### src/rtl/i2s_tx.sv
// i2s_tx: Philips I2S serializer with a generated bit clock, one-pair holding register.
// Ports:
//   dac_clk      - sole clock, all logic on its rising edge
//   dac_clk_rst  - synchronous active-high reset
//   dataL/dataR  - left/right samples (two's complement), accepted on valid && ready
//   valid/ready  - pair handshake; ready is high while the holding register is empty
//   i2s_bclk     - bit clock, half-period of BCLK_DIV dac_clk cycles
//   i2s_wclk     - word clock, 0 = left slot, 1 = right slot
//   i2s_dout     - serial data, MSB one bclk after the wclk edge
//   frame_start  - one-cycle pulse at every frame load
//   underrun     - one-cycle pulse at a frame load with no pair held
module i2s_tx #(
  parameter int unsigned WIDTH     = 24,
  parameter int unsigned SLOT_BITS = 32,
  parameter int unsigned BCLK_DIV  = 4
) (
  input  logic             dac_clk,
  input  logic             dac_clk_rst,
  input  logic [WIDTH-1:0] dataL,
  input  logic [WIDTH-1:0] dataR,
  input  logic             valid,
  output logic             ready,
  output logic             i2s_bclk,
  output logic             i2s_wclk,
  output logic             i2s_dout,
  output logic             frame_start,
  output logic             underrun
);

  localparam int unsigned FRAME_BITS = 2 * SLOT_BITS;
  localparam int unsigned DIV_W      = $clog2(BCLK_DIV);
  localparam int unsigned CNT_W      = $clog2(FRAME_BITS);
  localparam int unsigned K_W        = $clog2(SLOT_BITS);
  localparam int unsigned IDX_W      = (WIDTH > 1) ? $clog2(WIDTH) : 1;

  logic [DIV_W-1:0] div_q, div_d;
  logic             bclk_q, bclk_d;
  logic             wclk_q, wclk_d;
  logic             dout_q, dout_d;
  logic             fs_q, fs_d;
  logic             ur_q, ur_d;
  logic [CNT_W-1:0] bit_q, bit_d;
  logic [WIDTH-1:0] hold_l_q, hold_l_d;
  logic [WIDTH-1:0] hold_r_q, hold_r_d;
  logic             hold_full_q, hold_full_d;
  logic             ready_q, ready_d;
  logic [WIDTH-1:0] frame_l_q, frame_l_d;
  logic [WIDTH-1:0] frame_r_q, frame_r_d;

  logic             div_wrap;
  logic             fall;
  logic [CNT_W-1:0] bit_n;
  logic             right_slot;
  logic [K_W-1:0]   slot_k;
  logic [WIDTH-1:0] sample;
  logic             accept;

  // Next-state logic for divider, bit counter, holding and frame registers
  always_comb begin
    div_d       = div_q;
    bclk_d      = bclk_q;
    wclk_d      = wclk_q;
    dout_d      = dout_q;
    fs_d        = 1'b0;
    ur_d        = 1'b0;
    bit_d       = bit_q;
    hold_l_d    = hold_l_q;
    hold_r_d    = hold_r_q;
    hold_full_d = hold_full_q;
    frame_l_d   = frame_l_q;
    frame_r_d   = frame_r_q;

    div_wrap = (div_q == DIV_W'(BCLK_DIV - 1));
    fall     = div_wrap && bclk_q;
    accept   = valid && ready_q;

    if (div_wrap) begin
      div_d  = '0;
      bclk_d = ~bclk_q;
    end else begin
      div_d  = div_q + DIV_W'(1);
    end

    // Bit position that becomes current at the next fall event
    bit_n      = (bit_q == CNT_W'(FRAME_BITS - 1)) ? '0 : bit_q + CNT_W'(1);
    right_slot = (bit_n >= CNT_W'(SLOT_BITS));
    slot_k     = right_slot ? K_W'(bit_n - CNT_W'(SLOT_BITS)) : K_W'(bit_n);
    sample     = right_slot ? frame_r_q : frame_l_q;

    if (accept) begin
      hold_l_d    = dataL;
      hold_r_d    = dataR;
      hold_full_d = 1'b1;
    end

    if (fall) begin
      bit_d  = bit_n;
      wclk_d = right_slot;
      // Slot bit 0 is the one-bclk Philips delay; bits past WIDTH pad with zeros
      if ((slot_k != '0) && (slot_k <= K_W'(WIDTH))) begin
        dout_d = sample[IDX_W'(K_W'(WIDTH) - slot_k)];
      end else begin
        dout_d = 1'b0;
      end
      // Frame load: ready is low whenever hold_full is set, so accept cannot collide here
      if (bit_n == '0) begin
        fs_d = 1'b1;
        if (hold_full_q) begin
          frame_l_d   = hold_l_q;
          frame_r_d   = hold_r_q;
          hold_full_d = 1'b0;
        end else begin
          frame_l_d = '0;
          frame_r_d = '0;
          ur_d      = 1'b1;
        end
      end
    end

    // Registered mirror of the next holding state so a held-high valid is taken once
    ready_d = ~hold_full_d;
  end

  // State registers with synchronous reset
  always_ff @(posedge dac_clk) begin
    if (dac_clk_rst) begin
      div_q       <= '0;
      bclk_q      <= 1'b0;
      wclk_q      <= 1'b0;
      dout_q      <= 1'b0;
      fs_q        <= 1'b0;
      ur_q        <= 1'b0;
      bit_q       <= CNT_W'(FRAME_BITS - 1);
      hold_l_q    <= '0;
      hold_r_q    <= '0;
      hold_full_q <= 1'b0;
      ready_q     <= 1'b1;
      frame_l_q   <= '0;
      frame_r_q   <= '0;
    end else begin
      div_q       <= div_d;
      bclk_q      <= bclk_d;
      wclk_q      <= wclk_d;
      dout_q      <= dout_d;
      fs_q        <= fs_d;
      ur_q        <= ur_d;
      bit_q       <= bit_d;
      hold_l_q    <= hold_l_d;
      hold_r_q    <= hold_r_d;
      hold_full_q <= hold_full_d;
      ready_q     <= ready_d;
      frame_l_q   <= frame_l_d;
      frame_r_q   <= frame_r_d;
    end
  end

  assign ready       = ready_q;
  assign i2s_bclk    = bclk_q;
  assign i2s_wclk    = wclk_q;
  assign i2s_dout    = dout_q;
  assign frame_start = fs_q;
  assign underrun    = ur_q;

endmodule

### config.mk
export PLATFORM = sky130hd
export DESIGN_NAME = i2s_tx
export DESIGN_NICKNAME = d
export VERILOG_FILES = /design/src/rtl/i2s_tx.sv
export SDC_FILE = /design/constraint.sdc
export NUM_CORES = 1
export LEC_CHECK = 0
export CORE_ASPECT_RATIO = 1.1
export CORE_UTILIZATION = 40
export CTS_CLUSTER_DIAMETER = 40
export DETAILED_ROUTE_END_ITERATION = 7
export GPL_ROUTABILITY_DRIVEN = 0
export PLACE_DENSITY = 0.67
export SKIP_LAST_GASP = 1
export SYNTH_ARGS = -nofsm -noshare
export SYNTH_HDL_FRONTEND = slang
export SYNTH_SLANG_ARGS = --single-unit
### constraint.sdc
create_clock -name dac_clk -period 6.3 [get_ports dac_clk]
set_input_delay 1.26 -clock dac_clk [delete_from_list [all_inputs] [get_ports dac_clk]]
set_output_delay 1.26 -clock dac_clk [all_outputs]
set_load 0.02 [all_outputs]
* After elaboration in Yosys (flattened, before gate mapping) *
Index checks and enable logic that the tools add are counted.

storage, ports and cells
  RAM bits = 0
  output and inout port bits = 6
  memories = 0
  logic and storage cells = 49
  ROM bits = 0
  register bits = 111
  latch bits = 0
  input bits = 51

cells by class
  equality and inequality tests = 2
  multiply operators = 0
  reduce and logical (&&, ||, !) cells = 9
  magnitude comparators = 3
  div/mod/pow operators = 0
  mux-type cells = 14
  $add $sub $neg = 4
  shift operators = 0
  bitwise gates (word level) = 4

operator list
  cell                   number
  $mux W24               3
  $mux W1                8
  $add A6 B1 Y6 const B  1
  $eq A6 B6 Y1 const B   1
  $ge A6 B6 Y1 const B   1
  $logic_not A6 Y1       1
  $lt A5 B6 Y1 const B   1
  $mux W6                1
  $bmux W1 S5            1
  $le A5 B5 Y1 const B   1
  $mux W5                1
  $reduce_bool A5 Y1     1
  $sub A5 B1 Y5 const B  1
  $sub A5 B5 Y5 const A  1
  $not A1 Y1             4
  $reduce_or A2 Y1       2
  $logic_and A1 B1 Y1    3
  $reduce_or A3 Y1       1
  $add A2 B1 Y2 const B  1
  $eq A2 B2 Y1 const B   1
  $reduce_and A2 Y1      1

* Depth between registers and ports, before layout *
  depth in word-level cells = 8
  mapped depth = 11
  gate-level depth less buffers = 9

* Least setup slack after synthesis *
OpenSTA, ideal clock, no wires.

  path kind = input to register
  start = input port dac_clk_rst
  end = register dout_q (netlist: i2s_dout)
  path buffers = 0
  arrival time = 2.183 ns
  setup time = 0.084 ns
  path slack = 4.033 ns
  stages = 5
  required time = 6.216 ns
  path through = a311oi_1 > and3_1 > o211ai_1 > o211a_1 > o31ai_2

RTL lines
  item                  line  source
  start, declared       18    input logic dac_clk_rst,
  end signal, assigned  144   dout_q <= dout_d;
  end, declared         39    logic dout_q, dout_d;

* Worst setup path after layout *
  start = register bit_q[0]
  end = register hold_full_q

on the way
  cells in the longest elaborated chain, start to end = 5
  elaborated cells on any way between the ends = 6
  classes of those cells = add/sub (1); eq/ne (1); mux (3); reduce/logical (1)

RTL lines
  item                                                  line  source
  start, declared                                       42    logic [CNT_W-1:0] bit_q, bit_d;
  start signal, assigned                                133   bit_q <= CNT_W'(FRAME_BITS - 1);
  start signal, assigned                                147   bit_q <= bit_d;
  $add A6 B1 Y6 / $eq A6 B6 Y1 (equally long branches)  85    bit_n = (bit_q == CNT_W'(FRAME_BITS - 1)) ? '0 : bit_q + CNT_W'(1);
  $mux W6 *                                             85
  $logic_not A6 Y1 *                                    106   if (bit_n == '0) begin
  $mux W1 *                                             106
  $mux W1 *                                             96    if (fall) begin
  end signal, assigned                                  150   hold_full_q <= hold_full_d;
  end, declared                                         45    logic hold_full_q, hold_full_d;

Every way passes the cells marked *; elsewhere a longest branch is shown, timed or not.
A chain may end at the register's enable or synchronous reset.

==> flow_results.xml <==
<?xml version="1.0" encoding="UTF-8"?>
<metrics>
  <group name="yosys">
    <metric name="yosys.cell_types.count" unit="">51</metric>
    <metric name="synth_fa_ha_area_share" unit="%">0.534</metric>
    <metric name="yosys.area_share.xor_xnor" unit="%">0.748</metric>
    <metric name="synthesis.area" unit="µm²">4680</metric>
    <metric name="yosysWarnings" unit="">0</metric>
    <metric name="post_synthesis_compound_gate_area_fraction" unit="%">18.9</metric>
    <metric name="postSynth.asyncResetShare" unit="%">0</metric>
    <metric name="synthFlopType" unit="">sky130_fd_sc_hd__dfxtp_1</metric>
    <metric name="postSynthRegisterBits" unit="">111</metric>
    <metric name="synth_area_per_cell" unit="µm²">7.78</metric>
    <metric name="postSynthCellCount" unit="">602</metric>
    <metric name="synth_enable_flop_cells" unit="">0</metric>
    <metric name="yosys.area_share.simple" unit="%">24.8</metric>
    <metric name="seq_area_frac_synth" unit="%">47.4</metric>
    <metric name="synth_top_family_by_area" unit="">simple AND/OR/NAND/NOR gates</metric>
    <metric name="synth_nets" unit="">655</metric>
    <metric name="synth.area.mux_share" unit="%">2.46</metric>
  </group>
  <group name="global_routing">
    <metric name="global_route.usage.met1" unit="%">22.1</metric>
    <metric name="grt.met3_usage" unit="%">3.37</metric>
    <metric name="grt.total_usage" unit="%">18.0</metric>
    <metric name="grtUsageMet2" unit="%">31.0</metric>
    <metric name="global_route.peak_usage_layer" unit="">met2</metric>
    <metric name="antenna_found_initial" unit="">0</metric>
    <metric name="grt_first_pass_wirelength" unit="µm">17900</metric>
    <metric name="largest_net_degree_at_the_start_of_global_routing" unit="">112</metric>
    <metric name="grt_overflow_total" unit="">0</metric>
    <metric name="grt_pass1_vias" unit="">3931</metric>
  </group>
  <group name="clock_network">
    <metric name="clock_buffers_created_by_tritoncts" unit="">9</metric>
    <metric name="cts.path.max_buffers" unit="">2</metric>
    <metric name="clkSinkCount" unit="">111</metric>
    <metric name="cts.reportedPaths.clkPinSlew" unit="ps">70</metric>
    <metric name="post_cts_hold_buffer_count" unit="">0</metric>
    <metric name="clock_tree_from_tritoncts" unit="">done</metric>
    <metric name="post_cts.repair.setup_buffers" unit="">0</metric>
    <metric name="clock_tree.htree_level_count" unit="">3</metric>
    <metric name="cts.root.buffer_cell" unit="">sky130_fd_sc_hd__clkbuf_16</metric>
    <metric name="insertion_delay" unit="ps">340</metric>
    <metric name="ctsResizeCount" unit="">0</metric>
  </group>
  <group name="hold_path">
    <metric name="hold_crit_depth" unit="">1</metric>
    <metric name="worst_hold_path.endpoint" unit="">div_q[0]</metric>
    <metric name="worstHoldStart" unit="">div_q[0]</metric>
    <metric name="worst_hold_path_type" unit="">reg -&gt; reg</metric>
  </group>
  <group name="drt">
    <metric name="drt_wl_total" unit="µm">10500</metric>
    <metric name="routedWlPerCell" unit="µm">13.5</metric>
    <metric name="drt-vias-per-instance" unit="">5.25</metric>
    <metric name="route.detailed.drc" unit="">0</metric>
    <metric name="drt_iter0_drcs" unit="">210</metric>
    <metric name="detail-route-antenna-nets" unit="">0</metric>
    <metric name="length_of_the_first_detailed_routing_pass_in_iterations" unit="">5</metric>
    <metric name="vias" unit="">4071</metric>
  </group>
  <group name="timing">
    <metric name="worst_clock_skew" unit="ps">8.82</metric>
    <metric name="rsz0062_at_grt" unit="">no</metric>
    <metric name="slew_viol_final" unit="">0</metric>
    <metric name="setup_viol" unit="">0</metric>
    <metric name="max_clock_freq" unit="MHz">322</metric>
    <metric name="finalHoldViolCount" unit="">0</metric>
    <metric name="layout_worst_path_cycle_share" unit="%">49.3</metric>
    <metric name="worst_slew_pin_slew" unit="ps">1080</metric>
    <metric name="maxSlewHeadroom" unit="%">27.7</metric>
    <metric name="period_minus_slack" unit="ps">3100</metric>
    <metric name="setup_tns" unit="ps">0</metric>
    <metric name="setup_ws" unit="ps">3200</metric>
    <metric name="finalHoldWorstSlack" unit="ps">427</metric>
  </group>
  <group name="die">
    <metric name="initial_core_util" unit="%">40.9</metric>
    <metric name="dieArea" unit="µm²">12100</metric>
    <metric name="core_area" unit="µm²">11400</metric>
    <metric name="io_pins" unit="">57</metric>
    <metric name="die_w" unit="µm">105</metric>
    <metric name="fp.dieH" unit="µm">116</metric>
    <metric name="placementRows" unit="">41</metric>
  </group>
  <group name="layout">
    <metric name="area_overhead_vs_synth" unit="%">18.4</metric>
    <metric name="finalInstanceArea" unit="µm²">5550</metric>
    <metric name="num_antenna_cells" unit="">0</metric>
    <metric name="final_core_util" unit="%">48.5</metric>
    <metric name="commonest_cells_after_routing_fill_and_taps_aside" unit="">sky130_fd_sc_hd__nand2_1 (177), sky130_fd_sc_hd__dfxtp_1 (111), sky130_fd_sc_hd__a21oi_1 (106)</metric>
    <metric name="layout.cells.most_common" unit="">sky130_fd_sc_hd__nand2_1</metric>
    <metric name="finish.net_count" unit="">674</metric>
    <metric name="final_non_filler_cells" unit="">776</metric>
    <metric name="layout-drive-gt1-share" unit="%">5.11</metric>
  </group>
  <group name="worst_setup_path">
    <metric name="r2r_cells" unit="">10</metric>
    <metric name="critPathMaxStageDelay" unit="ps">610</metric>
    <metric name="rrSetupSlack" unit="ps">3200</metric>
    <metric name="timing.critical_path.to_type" unit="">flop</metric>
    <metric name="crit_fanout" unit="">39</metric>
    <metric name="cp-start-kind" unit="">flop</metric>
    <metric name="required" unit="ps">6540</metric>
    <metric name="critical_r2r_launch" unit="">bit_q[0]</metric>
    <metric name="cp_slowest_cell" unit="">sky130_fd_sc_hd__dfxtp_1</metric>
    <metric name="worstPathArrival" unit="ps">3340</metric>
    <metric name="worst-setup-path-type" unit="">reg -&gt; reg</metric>
    <metric name="regToRegEndpoint" unit="">hold_full_q</metric>
    <metric name="timing.critical_path.cells" unit="">ha_1, a21oi_1, o21ai_2, and2_1, nand3_1, buf_4, nand2_1, o21ai_0, nand2b_1, inv_1</metric>
  </group>
  <group name="run_status">
    <metric name="status" unit="">complete, no violations</metric>
  </group>
  <group name="power">
    <metric name="power_density" unit="nW/µm²">258</metric>
    <metric name="internal_power" unit="mW">1.11</metric>
    <metric name="power_leakage" unit="nW">1.98</metric>
    <metric name="design_power_total" unit="mW">1.43</metric>
    <metric name="sw_frac_of_total" unit="%">22.5</metric>
    <metric name="switchingPower" unit="mW">0.323</metric>
    <metric name="power.sequential.fraction" unit="%">51.6</metric>
    <metric name="max-vdd-ir-drop" unit="mV">0.114</metric>
    <metric name="comb_power_share" unit="%">8.2</metric>
    <metric name="clock_power_share" unit="%">40.2</metric>
  </group>
  <group name="place">
    <metric name="dp_cells" unit="">760</metric>
    <metric name="dp_hpwl" unit="µm">7050</metric>
    <metric name="pre_cts_ws" unit="ps">3250</metric>
    <metric name="post_dp_cell_area" unit="µm²">5240</metric>
    <metric name="count_of_input_and_output_buffers" unit="">56</metric>
  </group>
  <group name="job">
    <metric name="drv.max_cap_violation_count" unit="">0</metric>
  </group>
</metrics>
==> cell usage after synthesis (4+ instances only) <==
| library cell | number | area, µm² |
|---|---|---|
| sky130_fd_sc_hd__a21oi_1 | 106 | 531 |
| sky130_fd_sc_hd__nor3_1 | 5 | 25.0 |
| sky130_fd_sc_hd__clkbuf_1 | 32 | 120 |
| sky130_fd_sc_hd__nand3_1 | 56 | 280 |
| sky130_fd_sc_hd__a31oi_1 | 4 | 25.0 |
| sky130_fd_sc_hd__dfxtp_1 | 111 | 2220 |
| sky130_fd_sc_hd__mux2i_1 | 7 | 70.1 |
| sky130_fd_sc_hd__xnor2_1 | 4 | 35.0 |
| sky130_fd_sc_hd__buf_2 | 10 | 50.1 |
| sky130_fd_sc_hd__and3_1 | 8 | 50.1 |
| sky130_fd_sc_hd__nand2_1 | 177 | 664 |
| sky130_fd_sc_hd__mux2_2 | 4 | 45.0 |
| sky130_fd_sc_hd__buf_1 | 7 | 26.3 |
| sky130_fd_sc_hd__nor2_1 | 12 | 45.0 |
| sky130_fd_sc_hd__a311oi_1 | 5 | 43.8 |
==> final cells by class <==
| class | instances | area [µm²] |
|---|---|---|
| fill | 1111 | 5890 |
| multi-input combinational | 436 | 2220 |
| sequential | 111 | 2220 |
| timing repair buffer | 61 | 596 |
| clock buffer | 12 | 256 |
| tap | 150 | 188 |
| clock inverter | 4 | 52.6 |
| inverter | 2 | 7.51 |
==> registers in the layout, indices dropped and copies added (netlist names) <==
signal	cells
hold_l_q	24
i2s_wclk	1
bit_q	6
frame_start	1
hold_full_q	1
i2s_bclk	1
underrun	1
i2s_dout	1
div_q	2
frame_r_q	24
hold_r_q	24
frame_l_q	24
ready	1
==> logic make-up (layout without fill, tap and decap cells) <==
group	after synthesis	after routing
AND/OR/NAND/NOR	270	270
AO/OA/AOI/OAI	149	149
flip-flops	111	111
buffers and inverters	55	79
multiplexers	11	11
XOR/XNOR	4	4
adder cells (fa/ha/maj)	2	2
==> routing by layer <==
metal	vias to the layer above	wire, µm
li1	2089	-
met1	1875	4630
met2	87	5210
met3	20	364
met4	0	254
met5	-	0
==> worst max-delay path: cells and delay by family (launching register included) <==
family	cells	cell delay, ps
fa+ha+maj	1	500
compound gates	3	510
flops	1	610
buf+inv	2	450
simple gates	4	920
==> power by group through the flow <==
stage	registers, mW	logic, mW	clock network [mW]
2_1_floorplan	0.752	0.0722	0
3_3_place_gp	0.755	0.115	0
3_5_place_dp	0.756	0.118	0
4_1_cts	0.740	0.119	0.591
5_1_grt	0.743	0.130	0.627
6_report	0.740	0.117	0.576
==> worst max-delay path by stage <==
stage / start / endpoint / slack, ps / depth (start not counted)
finish: bit_q[0] / hold_full_q / 3200 / 10
detailed placement: bit_q[0] / hold_full_q / 3250 / 10
CTS: bit_q[0] / hold_full_q / 3200 / 10
floorplan: dac_clk_rst / i2s_dout / 4030 / 5
global route: bit_q[0] / hold_full_q / 2950 / 10
global placement: dac_clk_rst / i2s_dout / 3410 / 6
Note: power is estimated with default switching activity, not from simulation.
